==> src/rtl/store_write_buffer_pkg.sv <==
// Shared types for the store write buffer: byte-enable codes, FIFO entry record
// and drain FSM state encoding.
package store_write_buffer_pkg;

    localparam int SB_DEPTH_DEFAULT = 4;

    localparam logic [3:0] BE_NONE = 4'b0000;
    localparam logic [3:0] BE_B0   = 4'b0001;
    localparam logic [3:0] BE_B1   = 4'b0010;
    localparam logic [3:0] BE_B2   = 4'b0100;
    localparam logic [3:0] BE_B3   = 4'b1000;
    localparam logic [3:0] BE_HLO  = 4'b0011;
    localparam logic [3:0] BE_HHI  = 4'b1100;
    localparam logic [3:0] BE_WORD = 4'b1111;

    typedef struct packed {
        logic [29:0] addr;
        logic [3:0]  byteen;
        logic [31:0] wdata;
    } sb_entry_t;

    typedef enum logic {
        S_IDLE = 1'b0,
        S_BUSY = 1'b1
    } drain_state_t;

endpackage

==> src/rtl/store_buffer_fifo.sv <==
// In-order store FIFO with per-entry valid bits and a parallel word-address
// compare used for load hazard detection.
module store_buffer_fifo
    import store_write_buffer_pkg::*;
#(
    parameter int DEPTH = SB_DEPTH_DEFAULT,
    parameter int PTR_W = $clog2(DEPTH)
) (
    input  logic             clk,
    input  logic             reset,
    input  logic             push,
    input  sb_entry_t        push_entry,
    input  logic             pop,
    output sb_entry_t        head_entry,
    output sb_entry_t        next_entry,
    output logic [PTR_W:0]   count,
    input  logic [29:0]      cmp_addr,
    output logic             cmp_hit
);

    sb_entry_t          entries [DEPTH];
    logic [DEPTH-1:0]   valid_reg;
    logic [DEPTH-1:0]   hit_vec;
    logic [PTR_W-1:0]   head_reg;
    logic [PTR_W-1:0]   tail_reg;
    logic [PTR_W-1:0]   head_next;
    logic [PTR_W:0]     count_reg;

    assign head_next = head_reg + PTR_W'(1);

    always_ff @(posedge clk or posedge reset) begin
        if (reset) begin
            valid_reg <= '0;
            head_reg  <= '0;
            tail_reg  <= '0;
            count_reg <= '0;
        end else begin
            // Push never targets the head slot while it is being popped: a push
            // only happens when not full, and a pop only when non-empty.
            if (push) begin
                tail_reg           <= tail_reg + PTR_W'(1);
                valid_reg[tail_reg] <= 1'b1;
            end
            if (pop) begin
                head_reg           <= head_next;
                valid_reg[head_reg] <= 1'b0;
            end
            case ({push, pop})
                2'b10:   count_reg <= count_reg + (PTR_W+1)'(1);
                2'b01:   count_reg <= count_reg - (PTR_W+1)'(1);
                default: count_reg <= count_reg;
            endcase
        end
    end

    always_ff @(posedge clk) begin
        if (push) begin
            entries[tail_reg] <= push_entry;
        end
    end

    assign head_entry = entries[head_reg];
    assign next_entry = entries[head_next];
    assign count      = count_reg;

    for (genvar gi = 0; gi < DEPTH; gi++) begin : g_cmp
        assign hit_vec[gi] = valid_reg[gi] && (entries[gi].addr == cmp_addr);
    end

    assign cmp_hit = |hit_vec;

endmodule

==> src/rtl/store_write_buffer.sv <==
// Posted-write buffer: queues stores, drains them in order to memory over a
// req/ack handshake, and flags loads that hit a pending store word.
module store_write_buffer
    import store_write_buffer_pkg::*;
#(
    parameter int DEPTH = SB_DEPTH_DEFAULT,
    parameter int PTR_W = $clog2(DEPTH)
) (
    input  logic        clk,
    input  logic        reset,
    input  logic        st_valid,
    input  logic [31:0] st_addr,
    input  logic [3:0]  st_byteen,
    input  logic [31:0] st_wdata,
    output logic        st_stall,
    input  logic        ld_valid,
    input  logic [31:0] ld_addr,
    output logic        ld_stall,
    output logic        mem_req,
    output logic [31:0] mem_addr,
    output logic [3:0]  mem_byteen,
    output logic [31:0] mem_wdata,
    input  logic        mem_ack,
    output logic        sb_empty
);

    logic [PTR_W:0] count;
    logic           push;
    logic           pop;
    logic           cmp_hit;
    sb_entry_t      st_entry;
    sb_entry_t      head_entry;
    sb_entry_t      next_entry;
    drain_state_t   state_reg;
    logic           mem_req_reg;
    logic [31:0]    mem_addr_reg;
    logic [3:0]     mem_byteen_reg;
    logic [31:0]    mem_wdata_reg;
    logic           unused_low_bits;

    assign unused_low_bits = ^{st_addr[1:0], ld_addr[1:0]};

    assign st_entry = '{addr: st_addr[31:2], byteen: st_byteen, wdata: st_wdata};
    assign st_stall = (count == (PTR_W+1)'(DEPTH));
    assign push     = st_valid && !st_stall && (st_byteen != BE_NONE);
    assign pop      = (state_reg == S_BUSY) && mem_ack;

    store_buffer_fifo #(.DEPTH(DEPTH), .PTR_W(PTR_W)) u_fifo (
        .clk        (clk),
        .reset      (reset),
        .push       (push),
        .push_entry (st_entry),
        .pop        (pop),
        .head_entry (head_entry),
        .next_entry (next_entry),
        .count      (count),
        .cmp_addr   (ld_addr[31:2]),
        .cmp_hit    (cmp_hit)
    );

    // When the buffer is empty, a store being pushed is forwarded straight into
    // the mem_* registers so it reaches the port one cycle after acceptance.
    always_ff @(posedge clk or posedge reset) begin
        if (reset) begin
            state_reg      <= S_IDLE;
            mem_req_reg    <= 1'b0;
            mem_addr_reg   <= '0;
            mem_byteen_reg <= '0;
            mem_wdata_reg  <= '0;
        end else begin
            case (state_reg)
                S_IDLE: begin
                    if (count != '0) begin
                        state_reg      <= S_BUSY;
                        mem_req_reg    <= 1'b1;
                        mem_addr_reg   <= {head_entry.addr, 2'b00};
                        mem_byteen_reg <= head_entry.byteen;
                        mem_wdata_reg  <= head_entry.wdata;
                    end else if (push) begin
                        state_reg      <= S_BUSY;
                        mem_req_reg    <= 1'b1;
                        mem_addr_reg   <= {st_entry.addr, 2'b00};
                        mem_byteen_reg <= st_entry.byteen;
                        mem_wdata_reg  <= st_entry.wdata;
                    end
                end
                S_BUSY: begin
                    if (mem_ack) begin
                        if (count > (PTR_W+1)'(1)) begin
                            mem_addr_reg   <= {next_entry.addr, 2'b00};
                            mem_byteen_reg <= next_entry.byteen;
                            mem_wdata_reg  <= next_entry.wdata;
                        end else if (push) begin
                            mem_addr_reg   <= {st_entry.addr, 2'b00};
                            mem_byteen_reg <= st_entry.byteen;
                            mem_wdata_reg  <= st_entry.wdata;
                        end else begin
                            state_reg      <= S_IDLE;
                            mem_req_reg    <= 1'b0;
                            mem_addr_reg   <= '0;
                            mem_byteen_reg <= '0;
                            mem_wdata_reg  <= '0;
                        end
                    end
                end
                default: state_reg <= S_IDLE;
            endcase
        end
    end

    assign mem_req    = mem_req_reg;
    assign mem_addr   = mem_addr_reg;
    assign mem_byteen = mem_byteen_reg;
    assign mem_wdata  = mem_wdata_reg;
    assign ld_stall   = ld_valid && cmp_hit;
    assign sb_empty   = (count == '0) && !mem_req_reg;

endmodule

==> config.mk <==
export PLATFORM = sky130hd
export DESIGN_NAME = store_write_buffer
export DESIGN_NICKNAME = d
export VERILOG_FILES = /design/src/rtl/store_write_buffer_pkg.sv /design/src/rtl/store_buffer_fifo.sv /design/src/rtl/store_write_buffer.sv
export SDC_FILE = /design/constraint.sdc
export NUM_CORES = 1
export LEC_CHECK = 0
export BUFFER_PORTS_ARGS = -buffer_cell sky130_fd_sc_hd__clkbuf_2
export CAP_MARGIN = 10
export CORE_UTILIZATION = 55
export CTS_BUF_LIST = sky130_fd_sc_hd__clkbuf_4
export CTS_CLUSTER_DIAMETER = 40
export DETAILED_ROUTE_END_ITERATION = 8
export PLACE_DENSITY_LB_ADDON = 0.25
export SYNTH_ARGS = -nofsm -noshare
export SYNTH_HDL_FRONTEND = slang
export SYNTH_SLANG_ARGS = --single-unit
==> constraint.sdc <==
create_clock -name clk -period 3.3 [get_ports clk]
set_clock_uncertainty 0.2 [all_clocks]
set_input_delay 0.165 -clock clk [delete_from_list [all_inputs] [get_ports clk]]
set_output_delay 0.165 -clock clk [all_outputs]
set_load 0.1 [all_outputs]
# ---- Word-level counts from Yosys, hierarchy flattened
# Memory sizes are Yosys's and may differ from the RTL's.
# Index checks and enable logic that the tools add are counted.
dict set report totals {
  elab_cells 91
  output_inout_bits 72
  mem_bits_ro 0
  ram_bits 264
  latchBits 0
  mem_count 1
  ff_bits 81
  in_bits 105
}
dict set report classes {
  n_div 0
  magnitude_cmp 5
  multipliers 0
  addsub 4
  reduce_logical 20
  eq_ne 11
  n_bitwise 4
  n_mux 37
  shift 0
}
# name words word_bits rd rd_clocked_by_memory_dff wr line_no
set memory_table {}
lappend memory_table {u_fifo.entries 4 66 6 0 1 store_buffer_fifo.sv:21} ;# sb_entry_t entries [DEPTH];
# operator count
set op_table {}
lappend op_table {{2-to-1 mux 32 bit} 10}
lappend op_table {{one-hot mux 32 bit (2 select lines)} 2}
lappend op_table {{== test 30 bit} 4}
lappend op_table {{2-to-1 mux 4 bit} 7}
lappend op_table {{2-to-1 mux 1 bit} 12}
lappend op_table {{logical AND 1 bit} 11}
lappend op_table {{one-hot mux 4 bit (2 select lines)} 1}
lappend op_table {{less-than comparator 2 x 3 -> 1 bit, second input constant} 2}
lappend op_table {{!= test 2 bit, second input constant} 3}
lappend op_table {{one-hot mux 3 bit (2 select lines)} 1}
lappend op_table {{adder 2 x 1 -> 2 bit, second input constant} 2}
lappend op_table {{bitwise AND 4 bit} 1}
lappend op_table {{demux 1 bit (select 2 bit)} 2}
lappend op_table {{greater-or-equal comparator 2 x 1 -> 1 bit, second input constant} 2}
lappend op_table {{inverter 4 bit} 1}
lappend op_table {{bitwise OR 4 bit} 1}
lappend op_table {{one-hot mux 1 bit (2 select lines)} 2}
lappend op_table {{AND reduction 4 bit} 1}
lappend op_table {{nonzero test 4 bit} 1}
lappend op_table {{OR reduction 4 bit} 1}
lappend op_table {{adder 3 x 1 -> 3 bit, second input constant} 1}
lappend op_table {{== test 3 bit, second input constant} 1}
lappend op_table {{> comparator 3 x 1 -> 1 bit, second input constant} 1}
lappend op_table {{zero test 3 bit} 1}
lappend op_table {{other kinds (9)} 10}

# ---- Depth between registers and ports, before layout
# Gate-level depths: netlist of run 1.
dict set report logic_depth {
  word_depth 8
  mapped_depth 12
  mapped_depth_nobuf 9
}

# ---- Modules after synthesis
# Synthesis of run 1 repeated with hierarchy kept, for this count alone.
dict set report hier_totals {
  hier_cells 1241
  hier_area_um2 18461.5
}
# module n_inst area_each_um2 seq_area_each_um2 cells_each
set modules_own_cells {}
lappend modules_own_cells {store_buffer_fifo 1 13103.8 8202.9 654}
lappend modules_own_cells {store_write_buffer 1 5357.6 1701.6 587}

# ---- Least setup slack after synthesis of run 1
# Ideal clock, no wire load.
dict set report synth_timing {
  kind {flip-flop to flip-flop}
  from {register u_fifo.count_reg[0] (netlist: u_fifo.count[0])}
  to {memory u_fifo.entries[0][0] in the netlist's numbering, enable pin}
  path_stages_with_launch 6
  t_required_ns 2.668
  setup_ns 0.432
  path_buffers 0
  slack_ns -0.516
  period_less_slack_ns 3.816
  arrival_time_ns 3.184
  cell_sequence {dfrtp_1 inv_1 ha_1 and2_1 nor2_1 and2_1}
}
dict set report synth_between {
  elab_chain_len 6
}
# item line_no
set synth_lines {}
lappend synth_lines {{start, declared} store_buffer_fifo.sv:27} ;# logic [PTR_W:0] count_reg;
lappend synth_lines {{start signal, assigned} store_buffer_fifo.sv:49} ;# 2'b10: count_reg <= count_reg + (PTR_W+1)'(1);
lappend synth_lines {{start signal, assigned} store_buffer_fifo.sv:50} ;# 2'b01: count_reg <= count_reg - (PTR_W+1)'(1);
lappend synth_lines {{start signal, assigned} store_buffer_fifo.sv:51} ;# default: count_reg <= count_reg;
lappend synth_lines {{== test 3 bit} store_write_buffer.sv:44} ;# assign st_stall = (count == (PTR_W+1)'(DEPTH));
lappend synth_lines {{net st_stall} store_write_buffer.sv:15} ;# output logic st_stall,
lappend synth_lines {{zero test 1 bit} store_write_buffer.sv:45} ;# assign push = st_valid && !st_stall && (st_byteen != BE_NONE);
lappend synth_lines {{logical AND 1 bit (2 in series)} store_write_buffer.sv:45}
lappend synth_lines {{2-to-1 mux 1 bit} store_buffer_fifo.sv:57} ;# if (push) begin
lappend synth_lines {{2-to-1 mux 1 bit (implied by the code)} store_buffer_fifo.sv:58} ;# entries[tail_reg] <= push_entry;
lappend synth_lines {{end, declared} store_buffer_fifo.sv:21}
# The timed path passes the listed nets, and every way through them passes these cells.

==> results of run 1 <==
## worst reg2reg max path, delay by kind of cell (launching register included)
family	cells	cell delay (ns)
fa+ha+maj	1	0.22
flops	1	0.42
buf+inv	2	0.39
simple gates	3	1.13
## Yosys cell counts (2+ instances only)
master     instances  area share
buf_4             19      0.0082
mux4_2           132        0.17
xor2_1            45       0.023
a221oi_1          39       0.020
dfrtp_1           79        0.11
nor2_1             4     0.00086
a2bb2oi_1          4      0.0020
and2_1             6      0.0022
o31ai_1           49       0.021
a32o_1            17      0.0098
a21oi_1           66       0.019
buf_6              2      0.0013
nand2_1          203       0.044
inv_1              9      0.0019
ha_1              12      0.0086
buf_2             26      0.0075
nand4_1           24      0.0086
o21ai_1           17      0.0049
xnor2_1           80       0.040
nand3_1           20      0.0057
clkbuf_1          53       0.011
buf_1              4     0.00086
o21ai_0            4      0.0011
edfxtp_1         264        0.45
nor4_1            16      0.0057
a221oi_2          10      0.0086
## per-stage QoR
step	instances	total power [W]	utilization
after floorplan	1217	0.0151	-
after global placement	1712	0.0175	0.607
after detailed placement	1712	0.0177	0.607
after CTS	1961	0.0215	0.672
after global routing	1962	0.0225	0.672
final	1963	0.0214	0.673
## path summary, 6_finish.rpt
| check | from | depth (start not counted) | to | slack [ns] |
|---|---|---|---|---|
| worst max-delay path | u_fifo.entries[3][57] | 6 | ld_stall | 0.07 |
| worst min-delay path | st_addr[23] | 2 | u_fifo.entries[3][57] | 0.04 |
| worst max register to register | u_fifo.count[1] | 6 | u_fifo.entries[3][43] | 0.60 |
| worst min register to register | mem_addr[12] | 2 | mem_addr[12] | 0.28 |
| max in group asynchronous | reset | 5 | u_fifo.head_reg[1] | 1.65 |
| min in group asynchronous | reset | 4 | mem_wdata[16] | 0.46 |
## kinds of logic (layout without fill, tap and decap cells)
kind of cell	after synthesis	count (layout)	share of synthesized area
flops	343	343	0.568
simple gates	277	277	0.0682
compound gates	211	211	0.0897
mux	133	133	0.171
xor+xnor	125	125	0.0628
buf+inv	114	462	0.0314
fa+ha+maj	12	12	0.00861
other cells	1	4	0.000215
## layout make-up
cell class / count / area (um2)
tap: 396 / 495
timing repair buffer: 288 / 2140
antenna: 2 / 5.00
sequential: 343 / 9910
clock buffer: 124 / 931
inverter: 10 / 40.0
clock inverter: 40 / 230
multi-input combinational: 760 / 7030
fill: 2236 / 10100
## placed cells by master (no fill, tap or decap), types with 8 or more instances in the layout
cell / n
ha_1: 11
clkinv_2: 10
mux4_2: 132
buf_4: 18
nand3_1: 20
inv_1: 8
nand4_1: 24
a221oi_1: 39
a21oi_1: 66
o31ai_1: 49
nand2_1: 203
buf_12: 15
xor2_1: 45
nor4_1: 16
dlygate4sd3_1: 85
edfxtp_1: 264
clkbuf_2: 169
dfrtp_1: 77
clkinv_1: 24
xnor2_1: 80
clkbuf_4: 124
a221oi_2: 10
a32o_1: 17
o21ai_1: 17
## power by group through the flow
| stage | combinational (W) | clock, W | sequential, W |
|---|---|---|---|
| global placement | 0.0110 | 0 | 0.00648 |
| detailed placement | 0.0111 | 0 | 0.00654 |
| finish | 0.0112 | 0.00373 | 0.00647 |
| global route | 0.0119 | 0.00405 | 0.00656 |
| CTS | 0.0112 | 0.00379 | 0.00645 |
| floorplan | 0.00604 | 0 | 0.00908 |
## per-layer routing
metal,vias up,routed length [um],track usage
li1,5401,-,-
met3,91,4050,0.0574
met2,719,23100,0.473
met5,-,0,0
met1,6318,18700,0.404
met4,0,1170,0.112
## what timing repair did
action	4_1_cts	5_1_grt
hold endpoints to repair	413	0
endpoints found under the setup margin	1	1
gates resized for setup	1	2
hold buffers	85	0
==> flow_metrics.tcl, run 1 <==
set metrics [dict create \
    antenna_found_initial 2 \
    p_switching_w 0.00958 \
    path_common_cell "nand4_1" \
    grt_pass1_wl_um 72800 \
    cp.buffers_inverters 1 \
    period_minus_slack_ns 3.23 \
    port_buffers 170 \
    cts_max_level 3 \
    max_freq_mhz 310 \
    synth_cell_types 38 \
    cp_data_arrival_time_ns 2.87 \
    die_h_um 180 \
    min_path_type "input pin to flip-flop" \
    fin_setup_tns_ns 0 \
    synth_area_um2 17400 \
    synth-async-reset-ratio 0.230 \
    clkPwrFrac 0.174 \
    critPathMaxStageDelay_ns 0.43 \
    core_area_um2 30900 \
    critPathSlowestCell "edfxtp_1" \
    rsz0062_at_grt "false" \
    avgRoutedWirePerCell_um 23.9 \
    stdcell_area_um2 20800 \
    vias 12529 \
    pre_cts_slack_ns 0.564 \
    hold-worst-slack_ns 0.0381 \
    path_delay_family "simple AND/OR/NAND/NOR gates" \
    grt_max_degree 135 \
    finalSetupViolations 0 \
    maxCapViolCount 0 \
    placed_area_um2 18800 \
    totalWireLength_um 46900 \
    seqPwrFrac 0.302 \
    insertion_delay_ns 0.73 \
    timing.final.ws_setup_ns 0.0698 \
    yosysSeqAreaShare 0.568 \
    clockBufferDepth 3 \
    synthCells 1216 \
    post_cts_buffers 0 \
    cp.required_ns 2.93 \
    syn-mean-instance-area_um2 14.3 \
    initial_utilization 0.564 \
    worst_pin_slew_ns 1.14 \
    ys_ff_latch 343 \
    period_share 0.979 \
    intPower_w 0.0118 \
    synth_enable_flop_cells 264 \
    yosys_warnings 0 \
    final_hold_viol_count 0 \
    hpwl_um 28000 \
    path_class "flip-flop to output port" \
    endpoint_kind "output port" \
    path_cells "xnor2_1 > nand4_1 > nor4_1 > nand4_1 > a41oi_1 > buf_6" \
    largest_reg_flops 264 \
    ios 177 \
    viasPerCell 6.38 \
    drive_gt1_frac 0.319 \
    switching_share 0.447 \
    std_cell_rows 64 \
    nets 1610 \
    drtIter0Drc 1147 \
    ir_worst_vdd_mv 0.980 \
    dieArea_um2 32400 \
    remaining_drc_errors 0 \
    cts_inserted_buffers 90 \
    area_growth_pct 19.2 \
    overflow 0 \
    cp-start-kind "flip-flop" \
    drt-pass1-iter-count 7 \
    p_leak_nw 7.49 \
    final_max_slew_viol_count 0 \
    synth-main-ff-cell "edfxtp_1" \
    path_clk_slew_ns 0.07 \
    root_buffer "clkbuf_4" \
    ant_nets 0 \
    cts_tree "yes" \
    comb_power_share 0.523 \
    power_density_nw_per_um2 1030 \
    grt_usage 0.295 \
    dieWidth_um 180 \
    clock-sinks 343 \
    status "completed" \
    grt_pass1_vias 12786 \
    max_slew_margin 0.242 \
    finalWeightedCongestion 0.954 \
    worst-path-max-fanout 3 \
]
(Power assumes the default switching activity.)
==> run 2, diff against run 1 <==
--- a/config.mk
+++ b/config.mk
@@ -7,10 +7,12 @@
 export LEC_CHECK = 0
 export BUFFER_PORTS_ARGS = -buffer_cell sky130_fd_sc_hd__clkbuf_2
 export CAP_MARGIN = 10
+export CORE_MARGIN = 2
 export CORE_UTILIZATION = 55
 export CTS_BUF_LIST = sky130_fd_sc_hd__clkbuf_4
 export CTS_CLUSTER_DIAMETER = 40
 export DETAILED_ROUTE_END_ITERATION = 8
+export MAX_ROUTING_LAYER = met4
 export PLACE_DENSITY_LB_ADDON = 0.25
 export SYNTH_ARGS = -nofsm -noshare
 export SYNTH_HDL_FRONTEND = slang
==> run 2 against run 1 <==
Final area decreased by 0.11%. Core utilization shrank 1.1 points. Die area grew 2.2%.
==> flow_metrics.tcl, run 2 (synthesized netlist as in run 1, its figures left out) <==
set metrics [dict create \
    path_delay_family "simple AND/OR/NAND/NOR gates" \
    period_minus_slack_ns 3.17 \
    max_freq_mhz 316 \
    path_common_cell "nand4_1" \
    hpwl_um 28200 \
    remaining_drc_errors 0 \
    final_max_slew_viol_count 0 \
    min_path_type "input pin to flip-flop" \
    status "completed" \
    finalWeightedCongestion 0.937 \
    grt_pass1_wl_um 72400 \
    finalSetupViolations 0 \
    dpl.cell_count 1715 \
    highest_layer "met4" \
    viasPerCell 6.37 \
    maxCapViolCount 0 \
    p_leak_nw 7.50 \
    wl_met2_um 22900 \
    m1WireLength_um 18100 \
    port_buffers 170 \
    std_cell_rows 65 \
    totalWireLength_um 47100 \
    dieArea_um2 33100 \
    cts_max_level 3 \
    max_slew_margin 0.248 \
    fin_util 0.661 \
    grt_pass1_vias 12877 \
    drt-pass1-iter-count 8 \
    crit_cells 6 \
    power_density_nw_per_um2 1040 \
    reg2reg_to "mem_wdata[23]" \
    final_common_cell "edfxtp_1" \
    r2r_slack_ns 0.57 \
    cts_inserted_buffers 89 \
    final_cell_mix "edfxtp_1 (264), nand2_1 (203), clkbuf_2 (169)" \
    path_clk_slew_ns 0.07 \
    path_class "flip-flop to output port" \
    grt_usage 0.298 \
    die_h_um 182 \
    ir_worst_vdd_mv 0.766 \
    drive_gt1_frac 0.329 \
    worst_pin_slew_ns 1.13 \
    core_area_um2 31400 \
    fin_cells 1964 \
    endpoint "ld_stall" \
    worst-path-max-fanout 3 \
    vias 12514 \
    endpoint_kind "output port" \
    cp.buffers_inverters 1 \
    root_buffer "clkbuf_4" \
    nets 1598 \
    grt_max_degree 135 \
    period_share 0.960 \
    avgRoutedWirePerCell_um 24.0 \
    pre_cts_slack_ns 0.536 \
    clockBufferDepth 3 \
    cp_data_arrival_time_ns 2.80 \
    insertion_delay_ns 0.75 \
    area_growth_pct 19.1 \
    antenna_found_initial 5 \
    critPathLaunch "u_fifo.entries[3][56]" \
    cts_tree "yes" \
    cp-start-kind "flip-flop" \
    initial_utilization 0.555 \
    timing.final.ws_setup_ns 0.131 \
    dieWidth_um 182 \
    critPathMaxStageDelay_ns 0.43 \
    critPathSlowestCell "edfxtp_1" \
    ant_nets 0 \
    rr_startpoint "u_fifo.head_reg[0]" \
    final_hold_viol_count 0 \
    rsz0062_at_grt "false" \
    overflow 0 \
    fin_setup_tns_ns 0 \
    largest_reg_flops 264 \
    hold_depth 2 \
    clock-sinks 343 \
    drtIter0Drc 1488 \
    path_cells "xnor2_1 > nand4_1 > nor4_1 > nand4_1 > a41oi_2 > clkbuf_8" \
    met3_wirelength_um 4490 \
    cp.required_ns 2.93 \
    power_w 0.0216 \
    r2r.worst_path.cells 6 \
    ios 177 \
]
## run 2: cell count changes in the layout (fill, tap and decap cells not counted), moves of 3 or more
cell           change
clkbuf_4          +16
diode_2            +3
dlygate4sd3_1      -8
clkinv_1          -10
## run 2: through the flow
step | hold WS [ns] | instance area, um2
5_1_grt | 0.00546 | 20800
3_3_place_gp | 0.104 | 18700
6_report | 0.0296 | 20800
4_1_cts | 0.0000684 | 20700
2_1_floorplan | 0.0639 | 17400
3_5_place_dp | 0.106 | 18700
## run 2: layout make-up
class,instances,area [um2]
clock buffer,140,1050
tap,402,503
fill,2277,10600
inverter,10,40.0
antenna,5,12.5
clock inverter,27,175
sequential,343,9910
multi-input combinational,760,7060
timing repair buffer,277,2020
## run 2: report_power, final
part           internal, W  switching, W  total, W
clock network      0.00210       0.00178   0.00388
logic              0.00406       0.00715    0.0112
registers          0.00583      0.000652   0.00648
total               0.0120       0.00958    0.0216
## run 2: how the worst min path moves through the flow
stage | endpoint | slack [ns] | from
3_5_place_dp | mem_wdata[21] | 0.11 | reset
2_1_floorplan | u_fifo.entries[0][0] | 0.06 | st_wdata[0]
5_1_grt | u_fifo.entries[1][16] | 0.005 | st_wdata[16]
3_3_place_gp | mem_wdata[10] | 0.10 | reset
4_1_cts | u_fifo.entries[1][43] | 0.00007 | st_addr[9]
6_report | u_fifo.entries[0][24] | 0.03 | st_wdata[24]
## run 2: repair_timing
item	CTS	global route
hold endpoints to repair	419	0
hold buffers	77	0
setup buffers	0	0
endpoints found under the setup margin	1	1
gates resized for setup	3	2
## run 2: per-layer routing
layer | GRT usage | vias up
met5 | - | -
met4 | 0.125 | 0
met3 | 0.0559 | 118
met2 | 0.469 | 806
met1 | 0.387 | 6218
li1 | - | 5372
